==> config.mk <==
export PLATFORM = sky130hd
export DESIGN_NAME = mem_access_unit
export DESIGN_NICKNAME = d
export VERILOG_FILES = /design/src/rtl/mem_access_pkg.sv /design/src/rtl/mem_load_align.sv /design/src/rtl/mem_access_unit.sv
export SDC_FILE = /design/constraint.sdc
export NUM_CORES = 1
export LEC_CHECK = 0
export ABC_AREA = 1
export BUFFER_PORTS_ARGS = -buffer_cell sky130_fd_sc_hd__buf_2
export CORE_ASPECT_RATIO = 0.7
export CORE_MARGIN = 3
export CORE_UTILIZATION = 40
export DETAILED_ROUTE_END_ITERATION = 10
export SYNTH_ARGS = -nofsm -noshare
export SYNTH_HDL_FRONTEND = slang
export SYNTH_HIERARCHICAL = 1
export SYNTH_SLANG_ARGS = --single-unit
==> constraint.sdc <==
create_clock -name clk -period 2.3 [get_ports clk]
set_input_delay 0.115 -clock clk [delete_from_list [all_inputs] [get_ports clk]]
set_output_delay 0.115 -clock clk [all_outputs]
set_load 0.005 [all_outputs]
==> src/rtl/mem_access_pkg.sv <==
// Shared encodings for the load/store sequencer: access sizes, FSM states, lane constants.
package mem_access_pkg;

    localparam logic [1:0] SZ_BYTE = 2'b00;
    localparam logic [1:0] SZ_HALF = 2'b01;
    localparam logic [1:0] SZ_WORD = 2'b10;

    localparam logic [1:0]  LANE_0    = 2'd0;
    localparam logic [31:0] MASK_BYTE = 32'h0000_00FF;
    localparam logic [31:0] MASK_HALF = 32'h0000_FFFF;
    localparam logic [31:0] MASK_WORD = 32'hFFFF_FFFF;

    typedef enum logic [1:0] {
        IDLE   = 2'd0,
        RD     = 2'd1,
        WSETUP = 2'd2,
        WR     = 2'd3
    } state_t;

    // Size 2'b11 is handled as a word access.
    function automatic logic is_word(input logic [1:0] size);
        return size[1];
    endfunction

endpackage

==> src/rtl/mem_load_align.sv <==
// Lane extract with sign/zero extension, plus lane mask and bit shift for the store merge.
// Latency: combinational.
// Backpressure: none; pure function of its inputs.
module mem_load_align
    import mem_access_pkg::*;
(
    input  logic [31:0] word,
    input  logic [1:0]  size,
    input  logic [1:0]  offset,
    input  logic        sgn,
    output logic [31:0] data,
    output logic [31:0] lane_mask,
    output logic [4:0]  lane_sh
);

    logic [1:0]  lane;
    logic [31:0] shifted;

    always_comb begin
        // Halfwords only honour offset[1]; words always start at lane 0.
        lane = LANE_0;
        if (size == SZ_BYTE) begin
            lane = offset;
        end else if (size == SZ_HALF) begin
            lane = {offset[1], 1'b0};
        end
        lane_sh   = {lane, 3'b000};
        shifted   = word >> lane_sh;
        data      = shifted;
        lane_mask = MASK_WORD;
        if (size == SZ_BYTE) begin
            data      = {{24{sgn & shifted[7]}}, shifted[7:0]};
            lane_mask = MASK_BYTE << lane_sh;
        end else if (size == SZ_HALF) begin
            data      = {{16{sgn & shifted[15]}}, shifted[15:0]};
            lane_mask = MASK_HALF << lane_sh;
        end
    end

endmodule

==> src/rtl/mem_access_unit.sv <==
// Load/store sequencer: byte/half/word accesses onto a word-wide memory port, sub-word stores by RMW.
// Latency: load 2, word store 3, sub-word store 4 cycles to resp_valid; misaligned reject 1 cycle.
// Backpressure: stall held high in every busy state; MEM_ACCESS_ALIGN_CHECK_EN enables misalign rejection.
module mem_access_unit
    import mem_access_pkg::*;
#(
    parameter int ADDR_W = 32,
    parameter int DATA_W = 32
) (
    input  logic              clk,
    input  logic              rst_n,
    input  logic              req_valid,
    input  logic              req_write,
    input  logic [1:0]        req_size,
    input  logic              req_signed,
    input  logic [ADDR_W-1:0] req_addr,
    input  logic [DATA_W-1:0] req_wdata,
    output logic              stall,
    output logic              resp_valid,
    output logic [DATA_W-1:0] resp_rdata,
    output logic              misalign,
    output logic [ADDR_W-1:0] mem_addr,
    output logic [DATA_W-1:0] mem_wdata,
    output logic              mem_read,
    output logic              mem_write,
    input  logic [DATA_W-1:0] mem_rdata
);

    state_t            state, state_n;
    logic              r_write, r_signed;
    logic [1:0]        r_size, r_off;
    logic [DATA_W-1:0] r_wdata;
    logic              cap, req_mis;
    logic              resp_valid_n, misalign_n, mem_read_n, mem_write_n;
    logic [DATA_W-1:0] resp_rdata_n, mem_wdata_n, ld_data, lane_mask, merged;
    logic [ADDR_W-1:0] mem_addr_n;
    logic [4:0]        lane_sh;

`ifdef MEM_ACCESS_ALIGN_CHECK_EN
    assign req_mis = ((req_size == SZ_HALF) && req_addr[0]) ||
                     (is_word(req_size) && (req_addr[1:0] != 2'b00));
`else
    assign req_mis = 1'b0;
`endif

    mem_load_align u_align (
        .word      (mem_rdata),
        .size      (r_size),
        .offset    (r_off),
        .sgn       (r_signed),
        .data      (ld_data),
        .lane_mask (lane_mask),
        .lane_sh   (lane_sh)
    );

    assign merged = (mem_rdata & ~lane_mask) | ((r_wdata << lane_sh) & lane_mask);

    always_comb begin
        state_n      = state;
        cap          = 1'b0;
        resp_valid_n = 1'b0;
        resp_rdata_n = '0;
        misalign_n   = 1'b0;
        mem_read_n   = 1'b0;
        mem_write_n  = 1'b0;
        mem_addr_n   = mem_addr;
        mem_wdata_n  = mem_wdata;
        case (state)
            IDLE: begin
                if (req_valid) begin
                    if (req_mis) begin
                        resp_valid_n = 1'b1;
                        misalign_n   = 1'b1;
                    end else begin
                        cap        = 1'b1;
                        mem_addr_n = {req_addr[ADDR_W-1:2], 2'b00};
                        if (req_write && is_word(req_size)) begin
                            state_n     = WSETUP;
                            mem_wdata_n = req_wdata;
                        end else begin
                            state_n    = RD;
                            mem_read_n = 1'b1;
                        end
                    end
                end
            end
            RD: begin
                if (r_write) begin
                    state_n     = WSETUP;
                    mem_wdata_n = merged;
                end else begin
                    state_n      = IDLE;
                    resp_valid_n = 1'b1;
                    resp_rdata_n = ld_data;
                end
            end
            WSETUP: begin
                state_n     = WR;
                mem_write_n = 1'b1;
            end
            WR: begin
                state_n      = IDLE;
                resp_valid_n = 1'b1;
            end
            default: state_n = IDLE;
        endcase
    end

    // All port-facing controls come straight from flops so the memory sees no decode glitches.
    always_ff @(posedge clk or negedge rst_n) begin
        if (!rst_n) begin
            state      <= IDLE;
            stall      <= 1'b0;
            resp_valid <= 1'b0;
            resp_rdata <= '0;
            misalign   <= 1'b0;
            mem_addr   <= '0;
            mem_wdata  <= '0;
            mem_read   <= 1'b0;
            mem_write  <= 1'b0;
            r_write    <= 1'b0;
            r_signed   <= 1'b0;
            r_size     <= SZ_BYTE;
            r_off      <= 2'b00;
            r_wdata    <= '0;
        end else begin
            state      <= state_n;
            stall      <= (state_n != IDLE);
            resp_valid <= resp_valid_n;
            resp_rdata <= resp_rdata_n;
            misalign   <= misalign_n;
            mem_addr   <= mem_addr_n;
            mem_wdata  <= mem_wdata_n;
            mem_read   <= mem_read_n;
            mem_write  <= mem_write_n;
            if (cap) begin
                r_write  <= req_write;
                r_signed <= req_signed;
                r_size   <= req_size;
                r_off    <= req_addr[1:0];
                r_wdata  <= req_wdata;
            end
        end
    end

endmodule
==> metrics.md <==
| Metric | Value |
|---|---|
| Result of the run | finished, final reports clean |
| Maximum number of buffers from clock root to sink | 2 |
| I/O pins | 204 |
| Antenna Violating Nets Remaining | 0 |
| WP data required | 2.57 ns |
| Cell Pwr Density | 1330 nW/um^2 |
| Drt initial violations | 987 |
| Highest fanout seen on the critical path | 24 |
| Fin nets | 1,475 |
| Mapped Avg Cell Area | 7.25 um^2 |
| Path category of the worst min-delay check | input port to register |
| Total power draw | 14.3 mW |
| Die Span Y | 128 um |
| Worst Path Arrival | 2.31 ns |
| Yosys synthesis warning count | 6 |
| Number of distinct library cells after synthesis | 33 |
| Placeable Area | 20,300 um^2 |
| Static leakage power | 5.83 nW |
| Measured slew at the worst slew-check pin | 1.09 ns |
| Share of the synthesized area in the top cell type | 40.9% |
| Total overflow reported by the global router | 0 |
| Root Buffer Master | sky130_fd_sc_hd__clkbuf_16 |
| Clock skew after layout | 0.0126 ns |
| Post-layout instance count excluding filler cells | 1,656 |
| Routed vias | 8,492 |
| Post-Syn Instances | 1,165 |
| Number of maximum-capacitance violations | 0 |
| Detailed placer's ending HPWL | 20,800 um |
| RSZ-0062 raised after global routing | false |
| Sort of element at the end of the critical path | register |
| Pin count of the biggest net entering global routing | 95 |
| Post-detailed-route via-to-cell ratio | 5.13 |
| Pre-antenna DRT Iters | 5 |
| Number of flops mapped to enable cells by yosys | 0 |
| Initial standard-cell utilization of the core | 41.6% |
| Number of global-route vias before repair | 8,171 |
| Number of max-slew violations in the final report | 0 |
| Worst-case register-to-register setup slack | 0.26 ns |
| Top FF cell, synth | sky130_fd_sc_hd__dfrtp_1 |
| Total placed cells including tap cells | 1,559 |
| Final Wtd Congestion | 0.932 |
| Type of origin of the critical path | register |
| Post-Synthesis Cell Area | 8450 um^2 |
| Remaining routing DRC violations | 0 |
| Period utilization | 88.9% |
| H-tree depth reported by CTS | 4 |
| Cell taking the most area after synthesis | sky130_fd_sc_hd__dfrtp_1 |
| Area growth from synthesis to layout | 26.8% |
| Sequential-to-total area share from yosys stat | 40.9% |
| CTS tree | done |
| Proportion of layout cells with a drive suffix above 1 | 23.3% |
| Cell types with the highest counts after synthesis | sky130_fd_sc_hd__nand2_1 (334), sky130_fd_sc_hd__nand3_1 (207), sky130_fd_sc_hd__dfrtp_1 (138) |
| Width of the die | 180 um |
| Tmin final | 2.04 ns |
| Count leader, synth | sky130_fd_sc_hd__nand2_1 |
| Area taken by flip-flops and latches | 3450 um^2 |
| Endpoints failing hold | 0 |
| Final total negative setup slack | 0 ns |
| Global router's overall resource usage | 24.7% |
| Antenna violations before repair | 2 |
| Leading cell types by total area after synthesis | sky130_fd_sc_hd__dfrtp_1 (41%), sky130_fd_sc_hd__nand2_1 (15%), sky130_fd_sc_hd__nand3_1 (12%), sky130_fd_sc_hd__mux2_2 (5.6%), sky130_fd_sc_hd__inv_1 (4.5%) |
| Async SR Flop Fraction | 100% |
| Highest clock frequency the design can meet | 489 MHz |
| Clock net sink count | 138 |
| Multi-input gate area | 3990 um^2 |
| Largest voltage drop on the vdd net | 0.000826 V |
| TritonCTS Buffers | 17 |
| Detailed-route wire length | 28,300 um |
| Total setup violations reported at the end of the flow | 0 |
| First-pass GRT wire length | 44,800 um |
| Worst rel slew slack | 27.6% |
| Placement row count | 43 |
| Worst-skew pair later-pin latency | 0.43 ns |
| DIE AREA | 22,900 um^2 |
| Avg WL per Cell | 17.1 um |
| Number of fill cells | 1,984 |
| Clock edge transition at the registers on the reported setup and hold paths | 0.07 ns |
| Critical path start-end classification | register to register |
| Flops & latches, synth | 138 |
| Number of buffers inserted by port buffering | 200 |
-- what timing repair did --
item | 4_1_cts | 5_1_grt
buffers inserted | 0 | 0
resized for setup | 0 | 2
hold buffers | 64 | 0
endpoints found under the hold margin | 203 | 0
setup endpoints to repair | 0 | 22
-- power by group --
part | switching (mW) | total, mW | leakage [nW] | internal (mW)
clock network | 1.26 | 3.03 | 0.316 | 1.77
registers | 0.758 | 4.22 | 1.72 | 3.46
logic | 4.28 | 7.04 | 3.79 | 2.76
-- flip-flops by register name, summed over array words and instances (netlist names) --
register and flops:
r_off 2, mem_read 1, state 2, resp_rdata 32
resp_valid 1, mem_addr 30, r_write 1, r_wdata 32
stall 1, mem_write 1, r_signed 1, r_size 2
mem_wdata 32
-- per-stage QoR --
step	area, um^2	worst slack, ns	hold WS [ns]	util (%)
floorplan	8460	0.555	-0.181	-
global placement	9420	0.254	-0.0226	46.5
detailed placement	9420	0.199	-0.0207	46.5
CTS	10700	0.176	0.00173	52.8
global route	10700	0.0571	0.0124	52.8
finish	10700	0.256	0.0132	52.8
-- worst max-delay path, cell delays in order (launching register included) --
cell,delay [ns]
sky130_fd_sc_hd__dfrtp_2,0.51
sky130_fd_sc_hd__nor2_2,0.30
sky130_fd_sc_hd__buf_4,0.23
sky130_fd_sc_hd__inv_2,0.11
sky130_fd_sc_hd__nand2_1,0.10
sky130_fd_sc_hd__nand2_2,0.06
sky130_fd_sc_hd__nand2_2,0.32
sky130_fd_sc_hd__nand3_1,0.13
sky130_fd_sc_hd__inv_1,0.08
sky130_fd_sc_hd__nor2_1,0.04
-- final timing paths --
check,start,cells after the start,endpoint
setup reg to reg,r_size[1],9,resp_rdata[23]
min in group asynchronous,rst_n,2,r_wdata[22]
hold / removal,req_wdata[14],3,r_wdata[14]
max in group asynchronous,rst_n,3,r_write
setup / recovery,r_size[1],9,resp_rdata[23]
hold reg to reg,mem_wdata[9],2,mem_wdata[9]
-- logic make-up after synthesis --
family	Yosys count	share of synthesized area, %
simple gates	628	32.2
compound gates	141	9.10
other cells	2	0.0889
mux	42	5.60
buf+inv	214	12.1
flops	138	40.9
-- cells in the final DEF, fill, tap and decap left out, drive strengths merged, types with 8 or more instances in the layout --
master       netlist  routed
o211ai            12      12
buf               86     222
o21ai             52      52
clkbuf            16      17
nand4             10      10
nor2              63      63
mux2              42      42
a22oi              8       8
dfrtp            138     138
a21oi             64      64
nand2            339     339
dlygate4sd3        0      64
nand3            209     209
inv              111     121
-- per-layer routing --
layer | global-route usage, % | routed length (um)
met5 | 0 | 13
met4 | 4.77 | 173
met3 | 7.43 | 2540
met2 | 34.1 | 11400
met1 | 37.9 | 14200
-- layout make-up --
| cell class | instances | share of cell area [%] |
|---|---|---|
| antenna | 1 | 0.0234 |
| clock buffer | 17 | 3.97 |
| clock inverter | 15 | 2.01 |
| inverter | 112 | 3.93 |
| tap | 270 | 3.15 |
| timing repair buffer | 286 | 17.4 |
| multi-input combinational | 817 | 37.3 |
| sequential | 138 | 32.3 |
Note: power is estimated with default switching activity, not from simulation.
